File: config.mk
export PLATFORM = sky130hd
export DESIGN_NAME = cpu_controller
export DESIGN_NICKNAME = d
export VERILOG_FILES = /design/src/rtl/cpu_defs_pkg.sv /design/src/rtl/en_reg.sv /design/src/rtl/instr_decoder.sv /design/src/rtl/cpu_controller.sv
export SDC_FILE = /design/constraint.sdc
export NUM_CORES = 1
export LEC_CHECK = 0
export ABC_AREA = 1
export CAP_MARGIN = 10
export CORE_MARGIN = 1.5
export CORE_UTILIZATION = 48
export DETAILED_ROUTE_END_ITERATION = 10
export GPL_TIMING_DRIVEN = 0
export PLACE_DENSITY = 0.86
export SKIP_CTS_REPAIR_TIMING = 1
export SYNTH_ARGS = -nofsm -noshare
export SYNTH_HDL_FRONTEND = slang
export SYNTH_HIERARCHICAL = 1
export SYNTH_SLANG_ARGS = --single-unit
File: constraint.sdc
create_clock -name clk -period 5.1 [get_ports clk]
set_clock_uncertainty 0.2 [all_clocks]
set_input_delay 0.51 -clock clk [delete_from_list [all_inputs] [get_ports clk]]
set_output_delay 0.51 -clock clk [all_outputs]
set_load 0.02 [all_outputs]
File: src/rtl/cpu_defs_pkg.sv
`default_nettype none
// ============================================================================
// Module   : cpu_defs (package)
// Brief    : Shared state, opcode, memory-command and write-back-select codes.
// Revision : 1.0
// ============================================================================
package cpu_defs;

  typedef enum logic [4:0] {
    S_RST, S_IF1, S_IF2, S_UPDATE_PC, S_DECODE, S_WRITE_IMM, S_GET_A, S_GET_B,
    S_ALU, S_WRITE_REG, S_ADDR, S_LOAD_ADDR, S_MEM_RD, S_WR_MDATA, S_PASS_B,
    S_MEM_WR, S_HALT
  } state_e;

  typedef enum logic [2:0] {
    I_MOV_IMM, I_MOV_REG, I_ADD_AND, I_CMP, I_MVN, I_LDR, I_STR, I_HALT
  } iclass_e;

  localparam logic [2:0] OPC_MOV  = 3'b110;
  localparam logic [2:0] OPC_ALU  = 3'b101;
  localparam logic [2:0] OPC_LDR  = 3'b011;
  localparam logic [2:0] OPC_STR  = 3'b100;
  localparam logic [2:0] OPC_HALT = 3'b111;

  localparam logic [1:0] OP_MOV_IMM = 2'b10;
  localparam logic [1:0] OP_MOV_REG = 2'b00;
  localparam logic [1:0] OP_ADD     = 2'b00;
  localparam logic [1:0] OP_CMP     = 2'b01;
  localparam logic [1:0] OP_AND     = 2'b10;
  localparam logic [1:0] OP_MVN     = 2'b11;
  localparam logic [1:0] OP_MEM     = 2'b00;

  localparam logic [1:0] MEM_NONE  = 2'b00;
  localparam logic [1:0] MEM_READ  = 2'b01;
  localparam logic [1:0] MEM_WRITE = 2'b10;

  localparam logic [1:0] VSEL_MDATA = 2'b00;
  localparam logic [1:0] VSEL_IMM8  = 2'b01;
  localparam logic [1:0] VSEL_PC    = 2'b10;
  localparam logic [1:0] VSEL_C     = 2'b11;

  // Unrecognised opcode/op combinations collapse to HALT.
  function automatic iclass_e classify(input logic [2:0] opcode, input logic [1:0] op);
    iclass_e c;
    c = I_HALT;
    case (opcode)
      OPC_MOV: begin
        if (op == OP_MOV_IMM)      c = I_MOV_IMM;
        else if (op == OP_MOV_REG) c = I_MOV_REG;
      end
      OPC_ALU: begin
        case (op)
          OP_ADD, OP_AND: c = I_ADD_AND;
          OP_CMP:         c = I_CMP;
          OP_MVN:         c = I_MVN;
          default:        c = I_HALT;
        endcase
      end
      OPC_LDR:  if (op == OP_MEM) c = I_LDR;
      OPC_STR:  if (op == OP_MEM) c = I_STR;
      OPC_HALT: c = I_HALT;
      default:  c = I_HALT;
    endcase
    return c;
  endfunction

endpackage
`default_nettype wire

File: src/rtl/en_reg.sv
`default_nettype none
// ============================================================================
// Module   : en_reg
// Brief    : Enabled flop register with asynchronous active-low reset value.
// Revision : 1.0
// ============================================================================
module en_reg #(
  parameter int              WIDTH     = 16,
  parameter logic [WIDTH-1:0] RESET_VAL = '0
) (
  input  logic             clk,
  input  logic             rst_n,
  input  logic             en_i,
  input  logic [WIDTH-1:0] d_i,
  output logic [WIDTH-1:0] q_o
);

  always_ff @(posedge clk or negedge rst_n) begin
    if (!rst_n)    q_o <= RESET_VAL;
    else if (en_i) q_o <= d_i;
  end

endmodule
`default_nettype wire

File: src/rtl/instr_decoder.sv
`default_nettype none
// ============================================================================
// Module   : instr_decoder
// Brief    : Splits the instruction register into fields and sign-extended immediates.
// Revision : 1.0
// ============================================================================
module instr_decoder (
  input  logic [15:0] ir_i,
  output logic [2:0]  opcode_o,
  output logic [1:0]  op_o,
  output logic [2:0]  rn_o,
  output logic [2:0]  rd_o,
  output logic [2:0]  rm_o,
  output logic [1:0]  sh_o,
  output logic [15:0] sximm5_o,
  output logic [15:0] sximm8_o
);

  assign opcode_o = ir_i[15:13];
  assign op_o     = ir_i[12:11];
  assign rn_o     = ir_i[10:8];
  assign rd_o     = ir_i[7:5];
  assign sh_o     = ir_i[4:3];
  assign rm_o     = ir_i[2:0];
  assign sximm5_o = {{11{ir_i[4]}}, ir_i[4:0]};
  assign sximm8_o = {{8{ir_i[7]}}, ir_i[7:0]};

endmodule
`default_nettype wire

File: src/rtl/cpu_controller.sv
`default_nettype none
// ============================================================================
// Module   : cpu_controller
// Brief    : Moore FSM sequencing fetch/decode/execute for the 16-bit datapath.
// Revision : 1.0
// ============================================================================
module cpu_controller
  import cpu_defs::*;
#(
  parameter int          PC_W     = 9,
  parameter int unsigned START_PC = 0
) (
  input  logic            clk,
  input  logic            reset,
  input  logic [15:0]     mdata,
  input  logic            N,
  input  logic            V,
  input  logic            Z,
  input  logic [15:0]     out,
  output logic [1:0]      mem_cmd,
  output logic [PC_W-1:0] mem_addr,
  output logic [15:0]     sximm5,
  output logic [15:0]     sximm8,
  output logic [PC_W-1:0] PC,
  output logic [2:0]      read_write_num,
  output logic [1:0]      shift,
  output logic [1:0]      ALUop,
  output logic [1:0]      vsel,
  output logic            write,
  output logic            loada,
  output logic            loadb,
  output logic            loadc,
  output logic            loads,
  output logic            asel,
  output logic            bsel,
  output logic            halted
);

  state_e          state_q, state_d;
  logic [PC_W-1:0] pc_q, pc_d, daddr_q, daddr_d;
  logic [15:0]     ir_q;
  logic [2:0]      w_opcode, w_rn, w_rd, w_rm;
  logic [1:0]      w_op, w_sh;
  iclass_e         w_cls;

  // Status flags and the upper bits of C do not influence sequencing.
  logic unused_ok;
  assign unused_ok = ^{N, V, Z, out};

  assign pc_d    = pc_q + PC_W'(1);
  assign daddr_d = out[PC_W-1:0];
  assign PC      = pc_q;

  en_reg #(.WIDTH(PC_W), .RESET_VAL(PC_W'(START_PC))) u_pc (
    .clk(clk), .rst_n(reset), .en_i(state_q == S_UPDATE_PC), .d_i(pc_d), .q_o(pc_q)
  );

  en_reg #(.WIDTH(16), .RESET_VAL(16'h0000)) u_ir (
    .clk(clk), .rst_n(reset), .en_i(state_q == S_IF2), .d_i(mdata), .q_o(ir_q)
  );

  en_reg #(.WIDTH(PC_W), .RESET_VAL('0)) u_daddr (
    .clk(clk), .rst_n(reset), .en_i(state_q == S_LOAD_ADDR), .d_i(daddr_d), .q_o(daddr_q)
  );

  instr_decoder u_dec (
    .ir_i(ir_q), .opcode_o(w_opcode), .op_o(w_op), .rn_o(w_rn), .rd_o(w_rd),
    .rm_o(w_rm), .sh_o(w_sh), .sximm5_o(sximm5), .sximm8_o(sximm8)
  );

  assign w_cls = classify(w_opcode, w_op);

  always_ff @(posedge clk or negedge reset) begin
    if (!reset) state_q <= S_RST;
    else        state_q <= state_d;
  end

  always_comb begin
    state_d = state_q;
    case (state_q)
      S_RST:       state_d = S_IF1;
      S_IF1:       state_d = S_IF2;
      S_IF2:       state_d = S_UPDATE_PC;
      S_UPDATE_PC: state_d = S_DECODE;
      S_DECODE: begin
        case (w_cls)
          I_MOV_IMM:                     state_d = S_WRITE_IMM;
          I_MOV_REG, I_MVN:              state_d = S_GET_B;
          I_ADD_AND, I_CMP, I_LDR, I_STR: state_d = S_GET_A;
          default:                       state_d = S_HALT;
        endcase
      end
      S_WRITE_IMM: state_d = S_IF1;
      S_GET_A:     state_d = (w_cls == I_LDR || w_cls == I_STR) ? S_ADDR : S_GET_B;
      S_GET_B:     state_d = (w_cls == I_STR) ? S_PASS_B : S_ALU;
      S_ALU:       state_d = (w_cls == I_CMP) ? S_IF1 : S_WRITE_REG;
      S_WRITE_REG: state_d = S_IF1;
      S_ADDR:      state_d = S_LOAD_ADDR;
      S_LOAD_ADDR: state_d = (w_cls == I_LDR) ? S_MEM_RD : S_GET_B;
      S_MEM_RD:    state_d = S_WR_MDATA;
      S_WR_MDATA:  state_d = S_IF1;
      S_PASS_B:    state_d = S_MEM_WR;
      S_MEM_WR:    state_d = S_IF1;
      S_HALT:      state_d = S_HALT;
      default:     state_d = S_RST;
    endcase
  end

  always_comb begin
    mem_cmd        = MEM_NONE;
    mem_addr       = pc_q;
    read_write_num = w_rn;
    shift          = 2'b00;
    ALUop          = 2'b00;
    vsel           = VSEL_MDATA;
    write          = 1'b0;
    loada          = 1'b0;
    loadb          = 1'b0;
    loadc          = 1'b0;
    loads          = 1'b0;
    asel           = 1'b0;
    bsel           = 1'b0;
    halted         = 1'b0;
    case (state_q)
      S_IF1, S_IF2: mem_cmd = MEM_READ;
      S_WRITE_IMM: begin
        write = 1'b1;
        vsel  = VSEL_IMM8;
      end
      S_GET_A: loada = 1'b1;
      S_GET_B: begin
        loadb          = 1'b1;
        read_write_num = (w_cls == I_STR) ? w_rd : w_rm;
      end
      S_ALU: begin
        // MOV-reg and MVN pass B alone, so A is forced to zero.
        loadc = 1'b1;
        shift = w_sh;
        ALUop = (w_cls == I_MOV_REG) ? 2'b00 : w_op;
        asel  = (w_cls == I_MOV_REG) || (w_cls == I_MVN);
        loads = (w_cls == I_CMP);
      end
      S_WRITE_REG: begin
        write          = 1'b1;
        vsel           = VSEL_C;
        read_write_num = w_rd;
      end
      S_ADDR: begin
        bsel  = 1'b1;
        loadc = 1'b1;
      end
      S_MEM_RD: begin
        mem_cmd  = MEM_READ;
        mem_addr = daddr_q;
      end
      S_WR_MDATA: begin
        mem_cmd        = MEM_READ;
        mem_addr       = daddr_q;
        write          = 1'b1;
        vsel           = VSEL_MDATA;
        read_write_num = w_rd;
      end
      S_PASS_B: begin
        asel  = 1'b1;
        loadc = 1'b1;
      end
      S_MEM_WR: begin
        mem_cmd  = MEM_WRITE;
        mem_addr = daddr_q;
      end
      S_HALT: halted = 1'b1;
      default: ;
    endcase
  end

endmodule
`default_nettype wire
Word-level counts from Yosys, hierarchy flattened
Cells that the tools add are included.

Add/sub/neg operators: 1. Multiply operators: 0. Div/mod/pow operators: 0. Magnitude comparators: 0. Equality and inequality tests: 29. Shift-type cells: 0. Mux-type cells: 28. Bitwise operators: 0. Reduce and logical (&&, ||, !) cells: 14.

Operator list (number): $pmux W5 S13 (1); $eq A5 B4 Y1 const B (8); $eq A5 B3 Y1 const B (4); $eq A3 B3 Y1 const B (6); $pmux W5 S3 (1); $mux W3 (4); $mux W4 (3); $pmux W3 S4 (1); $eq A5 B2 Y1 const B (2); $add A9 B1 Y9 const B (1); $eq A3 B2 Y1 const B (3); $mux W9 (1); $pmux W3 S3 (1); $reduce_or A3 Y1 (3); $mux W1 (8); $mux W2 (4); $pmux W2 S2 (2); $reduce_or A4 Y1 (2); $pmux W3 S2 (1); $reduce_or A2 Y1 (3); $eq A5 B1 Y1 const B (1); $eq A5 B5 Y1 const B (1); $logic_not A5 Y1 (1); $reduce_or A5 Y1 (1); other kinds (7) (9).

Register bits: 39. Latch bits: 0. Memory bits (writable): 0. Bits in read-only memories: 0. Bits of input ports: 37. Memories kept: 0.

Longest topological paths before layout
Depth after elaboration: 8. Depth in mapped cells: 13.

Cells and area by module
The synthesis kept the hierarchy.

Modules (own cells, without submodules): cpu_controller (times used 1, cells an instance 197, area each 1097.3 µm²); en_reg at u_daddr ... (times used 2, cells an instance 38, area each 341.6 µm²); en_reg at u_ir (times used 1, cells an instance 68, area each 644.4 µm²); instr_decoder (times used 1, cells an instance 48, area each 360.3 µm²).

Worst setup path before layout
No wires, ideal clock.

Path kind: reg2out. Start point: register u_ir.q_o[15]. End point: output port read_write_num[0]. Arrival time: 1.466 ns. Data required time: 4.390 ns. Setup slack: 2.924 ns. Stages on the path, launching flop included: 12. Path buffers: 2. Path through: dfrtp_1 -> buf_4 -> buf_4 -> nand3_1 -> nand2_1 -> nor2_4 -> inv_2 -> nand2_4 -> nand3_2 -> o21ai_2 -> nand2_1 -> nand3_1.

Longest elaborated chain between the ends: 5. Elaborated cells between the ends (all ways): 8.

RTL lines: start: declaration (line en_reg.sv:15) `output logic [WIDTH-1:0] q_o`; start signal: assignment (line en_reg.sv:20) `else if (en_i) q_o <= d_i;`; $eq A3 B3 Y1 or $eq A3 B2 Y1 (tied branches) (line cpu_defs_pkg.sv:46) `case (opcode)`; $pmux W3 S4 (*) (line cpu_defs_pkg.sv:46); $eq A3 B3 Y1 (*) (line cpu_controller.sv:133) `read_write_num = (w_cls == I_STR) ? w_rd : w_rm;`; $mux W3 (*) (line cpu_controller.sv:133); $pmux W3 S2 (*) (line cpu_controller.sv:124) `case (state_q)`; end: declaration (line cpu_controller.sv:25) `output logic [2:0] read_write_num,`.

Every way passes the cells marked *; elsewhere a longest branch is shown, timed or not.

Worst setup path in the final report
Start point: register u_ir.q_o[15]. End point: output port asel.

Longest elaborated chain between the ends: 5. Elaborated cells between the ends (all ways): 9.

RTL lines: $eq A3 B3 Y1 or $eq A3 B2 Y1 (tied branches) (line cpu_defs_pkg.sv:46); $pmux W3 S4 (*) (line cpu_defs_pkg.sv:46); $eq A3 B1 Y1 or $eq A3 B3 Y1 (tied branches) (line cpu_controller.sv:140) `asel = (w_cls == I_MOV_REG) || (w_cls == I_MVN);`; $logic_or A1 B1 Y1 (*) (line cpu_controller.sv:140); $pmux W1 S2 (*) (line cpu_controller.sv:124); end: declaration (line cpu_controller.sv:34) `output logic asel,`.

Marked as above.

==> impl_results.rst <==
.. list-table::
   :header-rows: 1

   * - Metric
     - Value
   * - Number of design rule violations left after detail routing
     - 0
   * - Count of final max-slew check failures
     - 0
   * - Startpoint Class
     - flip-flop
   * - Power density of the placed cells
     - ~660 nW/µm²
   * - Routed length per placed instance
     - about 13 µm
   * - Number of nets at the end of the flow
     - between 500 and 600
   * - Maximum number of pins on one net before global-route repair
     - 40
   * - Count of input and output buffers
     - 95
   * - Count of synthesis-stage warnings from yosys
     - 6
   * - Final setup violating endpoints
     - 0
   * - First-pass GRT wire length
     - 11.79 mm
   * - Placeable core region
     - 5540 µm²
   * - Leak pwr
     - about 2.0 nW
   * - P&R area growth vs syn
     - 41.96%
   * - Worst vdd rail ir drop
     - 0.4695 mV
   * - Number of clock sinks
     - 39
   * - Number of antenna violations at the first check in global routing
     - 0
   * - Placed cell areas
     - 3821 µm²
   * - Number of top-level design ports
     - ~110
   * - Critical Setup Path Class
     - reg2out
   * - Die Area
     - between 6000 and 7000 µm²
   * - Result of the run
     - complete, no violations
   * - Fraction of final layout cells with drive strength greater than 1
     - approximately 20%
   * - Worst setup EP type
     - output port
   * - Final setup slack of the worst path
     - between 1500 and 2000 ps
   * - Starting DRT DRC Count
     - 241
   * - Unique masters post-synth
     - 33
   * - Maximum net fanout on the critical path
     - 8
   * - Sequential share of the synthesized area
     - between 30% and 40%
   * - CP Data Required Time
     - around 4400 ps
   * - Flops & latches, synth
     - 39
   * - Main flop type after synthesis
     - sky130_fd_sc_hd__dfrtp_1
   * - Horizontal extent of the die
     - 79.18 µm
   * - Number of maximum-capacitance constraint violations
     - 0
   * - Number of CTS-inserted buffers
     - 5
   * - Number of flops mapped to enable cells by yosys
     - 0
   * - Fin. Hold Viols
     - 0
   * - Achievable frequency
     - approximately 0.31 GHz
   * - Final antenna diode count
     - 0
   * - Clock slew seen by the registers of the worst setup and hold paths
     - 80 ps
   * - Fraction of the cycle the final worst path needs
     - a little over three fifths
   * - Final design area excluding fillers
     - between 3000 and 4000 µm²
   * - Arr. time, crit path
     - between 2000 and 3000 ps
   * - Via density
     - 4.782
   * - Number of global-route vias before repair
     - approximately 2.7k
   * - Syn Std Cell Area
     - between 2000 and 3000 µm²
   * - CTS tree
     - built
   * - Final estimated routing congestion in global placement
     - 0.9341
   * - Setup repair after global routing missed its margin
     - false
   * - Filler Cells Inserted
     - 426
   * - Commonest non-fill, non-tap cell in the layout
     - sky130_fd_sc_hd__nand2_1
   * - Kind of path behind the tightest hold check
     - in2async
   * - Final std cells w/o fill
     - between 500 and 600
   * - Die height
     - just under 80 µm
   * - Instance count of the mapped netlist
     - around 390
   * - Buffer type at the clock tree root
     - sky130_fd_sc_hd__clkbuf_8
   * - Number of placement rows
     - 27
   * - End-of-flow core utilization
     - between 70% and 80%
   * - Hold slack final
     - 119.7 ps
   * - Combined global-route utilization of all metal layers
     - about a quarter
   * - Global route overflow
     - 0
   * - Nets in the synthesized netlist
     - ~430
   * - Antenna-violating nets left
     - 0
   * - Worst relative slew slack
     - 43.12%
   * - Initial cell density of the core
     - about half
   * - Total design power
     - about 2.6 mW
   * - Worst slack after detailed placement
     - around 2200 ps
   * - Clock insertion delay at the later pin of the skew report
     - between 200 and 300 ps
   * - Detailed-route via count
     - roughly 2.7k
   * - Instance count after placement with tap cells included
     - ~560
   * - Clock Tree Buf Depth
     - 2
   * - Syn_area_per_cell
     - slightly above 7 µm²
   * - Actual slew at the worst max-slew pin
     - between 800 and 900 ps
   * - Min Clock Period, post-route
     - 3225 ps
   * - Total Negative Setup Slacks
     - 0 ps
   * - H-tree levels
     - 2
   * - Share of flip-flops with an asynchronous set or reset after synthesis
     - 100.0%
   * - Top library cells by usage in the layout, fill and taps aside
     - sky130_fd_sc_hd__nand2_1 (134), sky130_fd_sc_hd__clkdlybuf4s50_1 (94), sky130_fd_sc_hd__buf_4 (49), sky130_fd_sc_hd__nor2_1 (43), sky130_fd_sc_hd__dfrtp_1 (39)
   * - First-pass iteration count of the detailed router
     - 5
   * - DRT Wirelength
     - ~7 mm
   * - DPL Wire Length
     - 5.652 mm
state kept, by name, summed over array words and instances (netlist names):
register and flops:
u_daddr/q_o 9, u_ir/q_o 16, state_q 5, u_pc/q_o 9
Yosys cell counts (2+ instances only):
cell type / number / share of area (%)
sky130_fd_sc_hd__o21ai_2: 3 / 0.94
sky130_fd_sc_hd__a21oi_1: 6 / 1.1
sky130_fd_sc_hd__nand2_1: 134 / 18
sky130_fd_sc_hd__buf_4: 49 / 13
sky130_fd_sc_hd__o21ai_0: 4 / 0.72
sky130_fd_sc_hd__nand2_2: 10 / 2.2
sky130_fd_sc_hd__nor3_1: 5 / 0.90
sky130_fd_sc_hd__nor2_4: 3 / 1.2
sky130_fd_sc_hd__inv_1: 33 / 4.4
sky130_fd_sc_hd__nand4_1: 3 / 0.67
sky130_fd_sc_hd__nand3_1: 18 / 3.2
sky130_fd_sc_hd__nor2_1: 43 / 5.8
sky130_fd_sc_hd__buf_2: 2 / 0.36
sky130_fd_sc_hd__buf_6: 4 / 1.6
sky130_fd_sc_hd__inv_2: 6 / 0.81
sky130_fd_sc_hd__nor2_2: 2 / 0.45
sky130_fd_sc_hd__mux2_2: 3 / 1.2
sky130_fd_sc_hd__nand3_2: 2 / 0.72
sky130_fd_sc_hd__dfrtp_1: 39 / 35
sky130_fd_sc_hd__xor2_1: 6 / 1.9
sky130_fd_sc_hd__nand2_4: 2 / 0.81
path summary, 6_finish.rpt:
path                                            start                         end  slack, ps  depth (start not counted)
hold reg to reg            u_daddr/q_o[8]$_DFFE_PN0P_  u_daddr/q_o[8]$_DFFE_PN0P_        270                          2
hold / removal                                  reset     u_pc/q_o[1]$_DFFE_PN0P_        120                          1
setup reg to reg                 state_q[0]$_DFF_PN0_     u_ir/q_o[8]$_DFFE_PN0P_       3090                         11
min in group clk           u_daddr/q_o[8]$_DFFE_PN0P_  u_daddr/q_o[8]$_DFFE_PN0P_        270                          2
setup / recovery             u_ir/q_o[15]$_DFFE_PN0P_                        asel       1870                         12
max in group asynchronous                       reset  u_daddr/q_o[2]$_DFFE_PN0P_       4030                          1
cell type report:
class                           count  area, µm²  share of cell area [%]
Inverter                           40      155.1                   3.924
Multi-Input combinational cell    254       1211                   30.63
Timing Repair Buffer               95      945.9                   23.92
Buffer                             56      442.9                   11.20
Clock inverter                      2      60.06                   1.519
Sequential cell                    39      975.9                   24.68
Tap cell                           72      90.09                   2.278
Clock buffer                        6      72.57                   1.835
metal layers:
layer,vias up,routed length [µm],track usage [%]
met5,-,0,0
met4,0,179,8.421
met3,19,574,5.862
met2,112,3564,42.39
met1,1216,2890,27.79
li1,1350,-,-
power breakdown:
part	switching, mW	internal, mW	leakage, nW
Clock	0.106	0.196	0.0654
Sequential	0.128	0.435	0.475
Combinational	0.924	0.822	1.45
Total	1.16	1.45	1.99
worst max-delay path, cell delays in order, from the launching register on:
cell and delay [ps]:
sky130_fd_sc_hd__dfrtp_1 390, sky130_fd_sc_hd__buf_4 130, sky130_fd_sc_hd__buf_4 150, sky130_fd_sc_hd__inv_1 60, sky130_fd_sc_hd__nand3_1 80, sky130_fd_sc_hd__nand2_2 160, sky130_fd_sc_hd__nor2_4 50, sky130_fd_sc_hd__nor3_1 270
sky130_fd_sc_hd__nand3_1 110, sky130_fd_sc_hd__nand2_1 100, sky130_fd_sc_hd__nand2_1 60, sky130_fd_sc_hd__nand2_1 80, sky130_fd_sc_hd__clkdlybuf4s50_1 600
logic make-up (layout without fill, tap and decap cells):
group,count (synthesis),count (layout),share of synthesized area [%]
simple gates,224,224,35.31
mux,3,3,1.213
flops,39,39,35.04
xor+xnor,7,7,2.201
compound gates,19,19,4.314
buf+inv,96,199,21.47
fa+ha+maj,1,1,0.4492
Note: power is estimated with default switching activity, not from simulation.
